`src/rtl/dot_product_feeder_pkg.sv`:
```
// Shared types and constants for the dot-product feeder and its floating-point multiplier.
package dot_product_feeder_pkg;

  localparam int MAX_DATA_WIDTH = 128;

  // All-zero pattern is +0.0 for any sign/exponent/fraction split; sliced to the active width.
  localparam logic [MAX_DATA_WIDTH-1:0] FP_POS_ZERO_WIDE = '0;

  typedef enum logic [1:0] {
    ST_IDLE = 2'd0,
    ST_RUN  = 2'd1,
    ST_ZERO = 2'd2
  } state_t;

  function automatic int data_width(input int frac_width, input int exp_width);
    return frac_width + exp_width;
  endfunction

endpackage

```
`src/rtl/floating_point_mult.sv`:
```
// Pipelined FP multiplier: sign|exp|fraction format, RNE rounding, denormals flushed to zero.
// Latency MUL_LATENCY (>= 2) cycles, one operation per cycle, no backpressure; dataOut is 0 when validOut is low.
module floating_point_mult
  import dot_product_feeder_pkg::*;
#(
  parameter int FRAC_WIDTH  = 24,
  parameter int EXP_WIDTH   = 8,
  parameter int MUL_LATENCY = 6
) (
  input  logic                            clkIn,
  input  logic                            rstIn,
  input  logic [FRAC_WIDTH+EXP_WIDTH-1:0] dataAIn,
  input  logic [FRAC_WIDTH+EXP_WIDTH-1:0] dataBIn,
  input  logic                            validIn,
  output logic [FRAC_WIDTH+EXP_WIDTH-1:0] dataOut,
  output logic                            validOut
);

  localparam int DW = data_width(FRAC_WIDTH, EXP_WIDTH);
  localparam int MW = FRAC_WIDTH - 1;
  localparam int PW = 2 * FRAC_WIDTH;
  localparam int XW = EXP_WIDTH + 2;

  localparam logic [EXP_WIDTH-1:0] EXP_MAX  = '1;
  localparam logic signed [XW-1:0] BIAS     = {3'b000, {(EXP_WIDTH-1){1'b1}}};
  localparam logic signed [XW-1:0] EXP_SAT  = {2'b00, EXP_MAX};
  localparam logic signed [XW-1:0] X_ONE    = {{(XW-1){1'b0}}, 1'b1};
  localparam logic signed [XW-1:0] X_ZERO   = '0;

  logic                 sa, sb;
  logic [EXP_WIDTH-1:0] ea, eb;
  logic [MW-1:0]        fa, fb;
  logic                 a_zero, b_zero, a_inf, b_inf, a_nan, b_nan;
  logic [PW-1:0]        ma_ext, mb_ext;

  assign {sa, ea, fa} = dataAIn;
  assign {sb, eb, fb} = dataBIn;
  assign a_zero = (ea == '0);
  assign b_zero = (eb == '0);
  assign a_inf  = (ea == EXP_MAX) && (fa == '0);
  assign b_inf  = (eb == EXP_MAX) && (fb == '0);
  assign a_nan  = (ea == EXP_MAX) && (fa != '0);
  assign b_nan  = (eb == EXP_MAX) && (fb != '0);
  assign ma_ext = {{FRAC_WIDTH{1'b0}}, 1'b1, fa};
  assign mb_ext = {{FRAC_WIDTH{1'b0}}, 1'b1, fb};

  // Stage 1: unpack, classify, full-width significand product and biased exponent sum.
  logic                 s1_vld;
  logic                 s1_sign, s1_zero, s1_inf, s1_nan;
  logic signed [XW-1:0] s1_exp;
  logic [PW-1:0]        s1_prod;

  always_ff @(posedge clkIn or posedge rstIn) begin
    if (rstIn) s1_vld <= 1'b0;
    else       s1_vld <= validIn;
  end

  always_ff @(posedge clkIn) begin
    s1_sign <= sa ^ sb;
    s1_zero <= a_zero | b_zero;
    s1_inf  <= a_inf | b_inf;
    s1_nan  <= a_nan | b_nan | (a_inf & b_zero) | (b_inf & a_zero);
    s1_exp  <= $signed({2'b00, ea}) + $signed({2'b00, eb}) - BIAS;
    s1_prod <= ma_ext * mb_ext;
  end

  // Stage 2: normalise by at most one position, round to nearest even, then saturate or flush.
  logic                 hi;
  logic [MW-1:0]        mant;
  logic                 guard, sticky, round_up;
  logic [MW:0]          mant_r;
  logic signed [XW-1:0] exp_n, exp_r;
  logic [DW-1:0]        result;

  assign hi       = s1_prod[PW-1];
  assign mant     = hi ? s1_prod[PW-2 -: MW] : s1_prod[PW-3 -: MW];
  assign guard    = hi ? s1_prod[PW-2-MW] : s1_prod[PW-3-MW];
  assign sticky   = hi ? (|s1_prod[PW-3-MW:0]) : (|s1_prod[PW-4-MW:0]);
  assign round_up = guard & (sticky | mant[0]);
  assign mant_r   = {1'b0, mant} + {{MW{1'b0}}, round_up};
  assign exp_n    = hi ? (s1_exp + X_ONE) : s1_exp;
  assign exp_r    = exp_n + (mant_r[MW] ? X_ONE : X_ZERO);

  always_comb begin
    result = {s1_sign, exp_r[EXP_WIDTH-1:0], mant_r[MW-1:0]};
    if (s1_nan)
      result = {1'b0, EXP_MAX, 1'b1, {(MW-1){1'b0}}};
    else if (s1_inf || (!s1_zero && exp_r >= EXP_SAT))
      result = {s1_sign, EXP_MAX, {MW{1'b0}}};
    else if (s1_zero || exp_r <= X_ZERO)
      result = {s1_sign, {(DW-1){1'b0}}};
  end

  logic          s2_vld;
  logic [DW-1:0] s2_dat;

  always_ff @(posedge clkIn or posedge rstIn) begin
    if (rstIn) s2_vld <= 1'b0;
    else       s2_vld <= s1_vld;
  end

  always_ff @(posedge clkIn) begin
    s2_dat <= result;
  end

  logic          out_vld;
  logic [DW-1:0] out_dat;

  generate
    if (MUL_LATENCY > 2) begin : g_dly
      logic [MUL_LATENCY-3:0] dly_vld;
      logic [DW-1:0]          dly_dat [MUL_LATENCY-2];

      always_ff @(posedge clkIn or posedge rstIn) begin
        if (rstIn) begin
          dly_vld <= '0;
        end else begin
          dly_vld[0] <= s2_vld;
          for (int i = 1; i < MUL_LATENCY - 2; i++) dly_vld[i] <= dly_vld[i-1];
        end
      end

      always_ff @(posedge clkIn) begin
        dly_dat[0] <= s2_dat;
        for (int i = 1; i < MUL_LATENCY - 2; i++) dly_dat[i] <= dly_dat[i-1];
      end

      assign out_vld = dly_vld[MUL_LATENCY-3];
      assign out_dat = dly_dat[MUL_LATENCY-3];
    end else begin : g_nodly
      assign out_vld = s2_vld;
      assign out_dat = s2_dat;
    end
  endgenerate

  assign validOut = out_vld;
  assign dataOut  = out_vld ? out_dat : '0;

endmodule

```
`src/rtl/dot_product_feeder.sv`:
```
// Start/len FSM streaming A*B pairs through floating_point_mult; DOT_PRODUCT_FEEDER_ZERO_LEN_EN makes len=0 emit one +0.0 last product.
// Accept-to-product latency MUL_LATENCY (>= 2); readyOut only in RUN, product stream has no backpressure.
module dot_product_feeder
  import dot_product_feeder_pkg::*;
#(
  parameter int FRAC_WIDTH  = 24,
  parameter int EXP_WIDTH   = 8,
  parameter int LEN_WIDTH   = 16,
  parameter int MUL_LATENCY = 6
) (
  input  logic                            clkIn,
  input  logic                            rstIn,
  input  logic                            startIn,
  input  logic [LEN_WIDTH-1:0]            lenIn,
  output logic                            busyOut,
  input  logic [FRAC_WIDTH+EXP_WIDTH-1:0] dataAIn,
  input  logic [FRAC_WIDTH+EXP_WIDTH-1:0] dataBIn,
  input  logic                            validIn,
  output logic                            readyOut,
  output logic [FRAC_WIDTH+EXP_WIDTH-1:0] dataOut,
  output logic                            validOut,
  output logic                            lastOut
);

  localparam int DATA_WIDTH = data_width(FRAC_WIDTH, EXP_WIDTH);
  localparam logic [DATA_WIDTH-1:0] ZERO_PROD = FP_POS_ZERO_WIDE[DATA_WIDTH-1:0];
  localparam logic [LEN_WIDTH-1:0]  LEN_ONE   = {{(LEN_WIDTH-1){1'b0}}, 1'b1};

  state_t                  state;
  logic [LEN_WIDTH-1:0]    cnt;
  logic                    ready_r;
  logic                    accept, zero_inj, issue_vld, issue_last;
  logic [DATA_WIDTH-1:0]   mul_a, mul_b, mul_dat;
  logic                    mul_vld;
  logic [MUL_LATENCY-1:0]  tag_vld, tag_last;

  assign accept = validIn & ready_r;

`ifdef DOT_PRODUCT_FEEDER_ZERO_LEN_EN
  assign zero_inj = (state == ST_ZERO);
`else
  assign zero_inj = 1'b0;
`endif

  assign issue_vld  = accept | zero_inj;
  assign issue_last = accept ? (cnt == '0) : zero_inj;
  // Both operands are forced so the injected product is exactly +0.0 whatever sits on the data inputs.
  assign mul_a      = zero_inj ? ZERO_PROD : dataAIn;
  assign mul_b      = zero_inj ? ZERO_PROD : dataBIn;

  always_ff @(posedge clkIn or posedge rstIn) begin
    if (rstIn) begin
      state   <= ST_IDLE;
      cnt     <= '0;
      ready_r <= 1'b0;
    end else begin
      case (state)
        ST_IDLE: begin
          if (startIn && lenIn != '0) begin
            cnt     <= lenIn - LEN_ONE;
            state   <= ST_RUN;
            ready_r <= 1'b1;
          end
`ifdef DOT_PRODUCT_FEEDER_ZERO_LEN_EN
          else if (startIn) begin
            state <= ST_ZERO;
          end
`endif
        end
        ST_RUN: begin
          if (accept) begin
            if (cnt == '0) begin
              state   <= ST_IDLE;
              ready_r <= 1'b0;
            end else begin
              cnt <= cnt - LEN_ONE;
            end
          end
        end
`ifdef DOT_PRODUCT_FEEDER_ZERO_LEN_EN
        ST_ZERO: state <= ST_IDLE;
`endif
        default: begin
          state   <= ST_IDLE;
          ready_r <= 1'b0;
        end
      endcase
    end
  end

  floating_point_mult #(
    .FRAC_WIDTH (FRAC_WIDTH),
    .EXP_WIDTH  (EXP_WIDTH),
    .MUL_LATENCY(MUL_LATENCY)
  ) u_mult (
    .clkIn   (clkIn),
    .rstIn   (rstIn),
    .dataAIn (mul_a),
    .dataBIn (mul_b),
    .validIn (issue_vld),
    .dataOut (mul_dat),
    .validOut(mul_vld)
  );

  always_ff @(posedge clkIn or posedge rstIn) begin
    if (rstIn) begin
      tag_vld  <= '0;
      tag_last <= '0;
    end else begin
      tag_vld  <= {tag_vld[MUL_LATENCY-2:0], issue_vld};
      tag_last <= {tag_last[MUL_LATENCY-2:0], issue_last};
    end
  end

  assign readyOut = ready_r;
  assign validOut = tag_vld[MUL_LATENCY-1] & mul_vld;
  assign lastOut  = validOut & tag_last[MUL_LATENCY-1];
  assign dataOut  = validOut ? mul_dat : ZERO_PROD;
  // A pending last tag keeps busy asserted until the vector's final product has left.
  assign busyOut  = (state != ST_IDLE) | (|tag_last);

endmodule

```
`config.mk`:
```
export PLATFORM = sky130hd
export DESIGN_NAME = dot_product_feeder
export DESIGN_NICKNAME = d
export VERILOG_FILES = /design/src/rtl/dot_product_feeder_pkg.sv /design/src/rtl/floating_point_mult.sv /design/src/rtl/dot_product_feeder.sv
export SDC_FILE = /design/constraint.sdc
export NUM_CORES = 2
export LEC_CHECK = 0
export BUFFER_PORTS_ARGS = -buffer_cell sky130_fd_sc_hd__buf_2
export CAP_MARGIN = 20
export CORE_UTILIZATION = 28
export CTS_BUF_LIST = sky130_fd_sc_hd__clkbuf_4
export CTS_CLUSTER_DIAMETER = 150
export DETAILED_ROUTE_END_ITERATION = 10
export SKIP_CTS_REPAIR_TIMING = 1
export SYNTH_ARGS = -nofsm -noshare
export SYNTH_HDL_FRONTEND = slang
export SYNTH_HIERARCHICAL = 1
export SYNTH_SLANG_ARGS = --single-unit
```
`constraint.sdc`:
```
create_clock -name clkIn -period 5.79 [get_ports clkIn]
set_input_delay 0.579 -clock clkIn [delete_from_list [all_inputs] [get_ports clkIn]]
set_output_delay 0.579 -clock clkIn [all_outputs]
set_load 0.02 [all_outputs]
```
==> out/metrics.csv <==
metric,value,unit
startpoint_type,input port,
dp.cells,4553,
drc_errors,0,
instances_no_fill,4712,
max_stage_delay,570,ps
path_clk_slew,60,ps
design_area,0.0341,mm^2
synthCells,2981,
synth_cell_types,88,
hp-class,input port to register,
fin_crit_sh,106,%
io_pins,120,
critical_path_class,input port to register,
grt_overflow,0,
regArea,0.00532,mm^2
tns,-4340,ps
period_minus_slack,6150,ps
multi_input_area,0.0204,mm^2
synth_area,0.0279,mm^2
synth_top_area_share,34.7,%
ys.flop_type,dfxtp_1,
place_area,0.0322,mm^2
start_util,28.3,%
grt_max_degree,67,
synth.yosys.seq_area_share,19.1,%
netlist_top_cells_area,"fa_1 (35%), dfxtp_1 (16%), ha_1 (8.7%), inv_1 (8.1%), and2_1 (6.3%)",
cts_root_buf,clkbuf_4,
fillers,10100,
hpwl,62100,um
gp_congestion,0.887,
worstSetupEndpointType,register,
ctsLongestPathBuffers,3,
crit_family,adder cells,
numCtsBuffers,68,
viasPerCell,4.39,
antenna_found_initial,17,
cp_max_fo,8,
die_x,318,um
rows,115,
worst_pin_slew,929,ps
hold_viol_final,0,
ys_seq_elements,257,
async_flop_share,13.6,%
port_buffers,119,
arrival,6770,ps
wl,73600,um
timing.fmax,0.163,GHz
dr.pass1.iters,5,
finClkSkew,47.3,ps
maxSlewHeadroom,38.0,%
drt-initial-drc-count,1163,
required,6410,ps
die_area,0.101,mm^2
setup_viol,22,
cp_slowest_cell,fa_2,
nets,4129,
wl_per_cell,15.6,um
grt_pass1_wl,119000,um
cp_num_buf_inv,8,
drtAntennaViolNets,0,
cts_tree,done,
synth-edff-count,0,
synth_nets,3741,
syn_avg_cell_area,9.35,um^2
area_growth,22.4,%
insertion_delay,700,ps
violations,negative setup slack,
cts_sinks,257,
grt_use_total,14.8,%
setup_ws,-362,ps
core_area,0.0986,mm^2
synth_warnings,6,
cts_max_level,3,
maxCapViolations,0,
grt_pass1_vias,22200,
synth_top_area_cell,fa_1,
status,"complete, but fails checks",
grt_setup_unrepaired,true,
dr_total_vias,20700,
slew_viol_final,0,
drive_gt1_share,22.1,%
die_height,318,um
[worst paths after layout]
check | cells past startpoint | from | end | slack, ps
worst max-delay path | 25 | dataAIn[5] | u_mult/s1_prod[46] | -360
min in group asynchronous | 3 | rstIn | u_mult/g_dly.dly_vld[2] | 360
worst max register to register | 17 | u_mult/s1_prod[47] | u_mult/s2_dat[8] | 570
worst min-delay path | 2 | dataAIn[31] | u_mult/s1_sign | 110
max in group asynchronous | 4 | rstIn | tag_vld[0] | 4970
worst min register to register | 0 | u_mult/s2_dat[25] | u_mult/g_dly.dly_dat[0][25] | 300
[cells by family after synthesis]
family | count (synthesis) | share of synthesized area (%)
and+or+nand+nor | 945 | 17.4
adders and majority gates | 676 | 43.3
buffers and inverters | 734 | 10.0
muxes | 15 | 0.561
xor gates and xnor gates | 97 | 3.05
AOI/OAI and AO/OA | 257 | 6.55
DFF | 257 | 19.1
[flip-flops by register name (all words and copies together) (netlist names)]
signal and count:
u_mult/s2_dat 32, u_mult/s1_zero 1, tag_last 6, cnt 16, u_mult/s1_exp 10, u_mult/s1_prod 48
u_mult/g_dly.dly_dat 128, u_mult/s2_vld 1, u_mult/g_dly.dly_vld 4, u_mult/s1_vld 1, readyOut 1, u_mult/s1_nan 1
u_mult/s1_inf 1, u_mult/s1_sign 1, tag_vld 6
[layout by cell type, fill, tap and decap left out, drive strengths merged, types with 8 or more instances in the layout]
| master | count |
|---|---|
| clkbuf | 94 |
| fa | 483 |
| nor2b | 13 |
| nand3 | 27 |
| dfrtp | 35 |
| inv | 603 |
| and2 | 283 |
| nor3 | 24 |
| o21bai | 11 |
| o21a | 9 |
| buf | 445 |
| and3 | 42 |
| nand2b | 22 |
| nand4 | 23 |
| nor4 | 30 |
| a211oi | 16 |
| a21oi | 69 |
| a21o | 25 |
| xnor2 | 64 |
| mux2i | 13 |
| dfxtp | 222 |
| xor2 | 33 |
| nand2 | 344 |
| clkinv | 24 |
| nor2 | 106 |
| ha | 193 |
| o22ai | 8 |
| o21ai | 56 |
[through the flow]
step                      worst slack, ps  utilization, %  hold WS, ps
after floorplan                      -829               -          310
after global placement              -1340            32.6          310
after detailed placement            -1390            32.6          312
after CTS                            -597            33.5         -276
after global routing                 -558            34.6         43.3
final                                -362            34.6          111
[routing by layer]
metal  up-vias  global-route usage (%)  wire, um
li1       9911                       -         -
met1     10100                    19.0     32900
met2       529                    25.4     35200
met3       110                    2.53      3510
met4         2                    4.39      2030
met5         -                       0        13
[synth_stat cells, types with 22 or more instances]
master	number
a21o_1	25
xnor2_1	64
nor4_1	29
o21ai_0	52
nand2b_1	22
fa_1	483
nor2_1	106
xor2_1	33
clkbuf_1	111
dfrtp_1	35
a21oi_1	69
and2_1	283
dfxtp_1	222
and3_1	41
inv_1	600
nand3_1	26
nand2_1	343
ha_1	193
[layout make-up]
class	count	share of cell area (%)
clock buffer	92	2.02
sequential	257	15.6
antenna	4	0.0293
multi-input combinational	1990	59.8
tap	1287	4.72
clock inverter	30	0.590
inverter	604	6.72
timing repair buffer	448	10.5
Power is not shown: default switching activity piles up to over one toggle a cycle in this logic, so the estimate is an artifact.
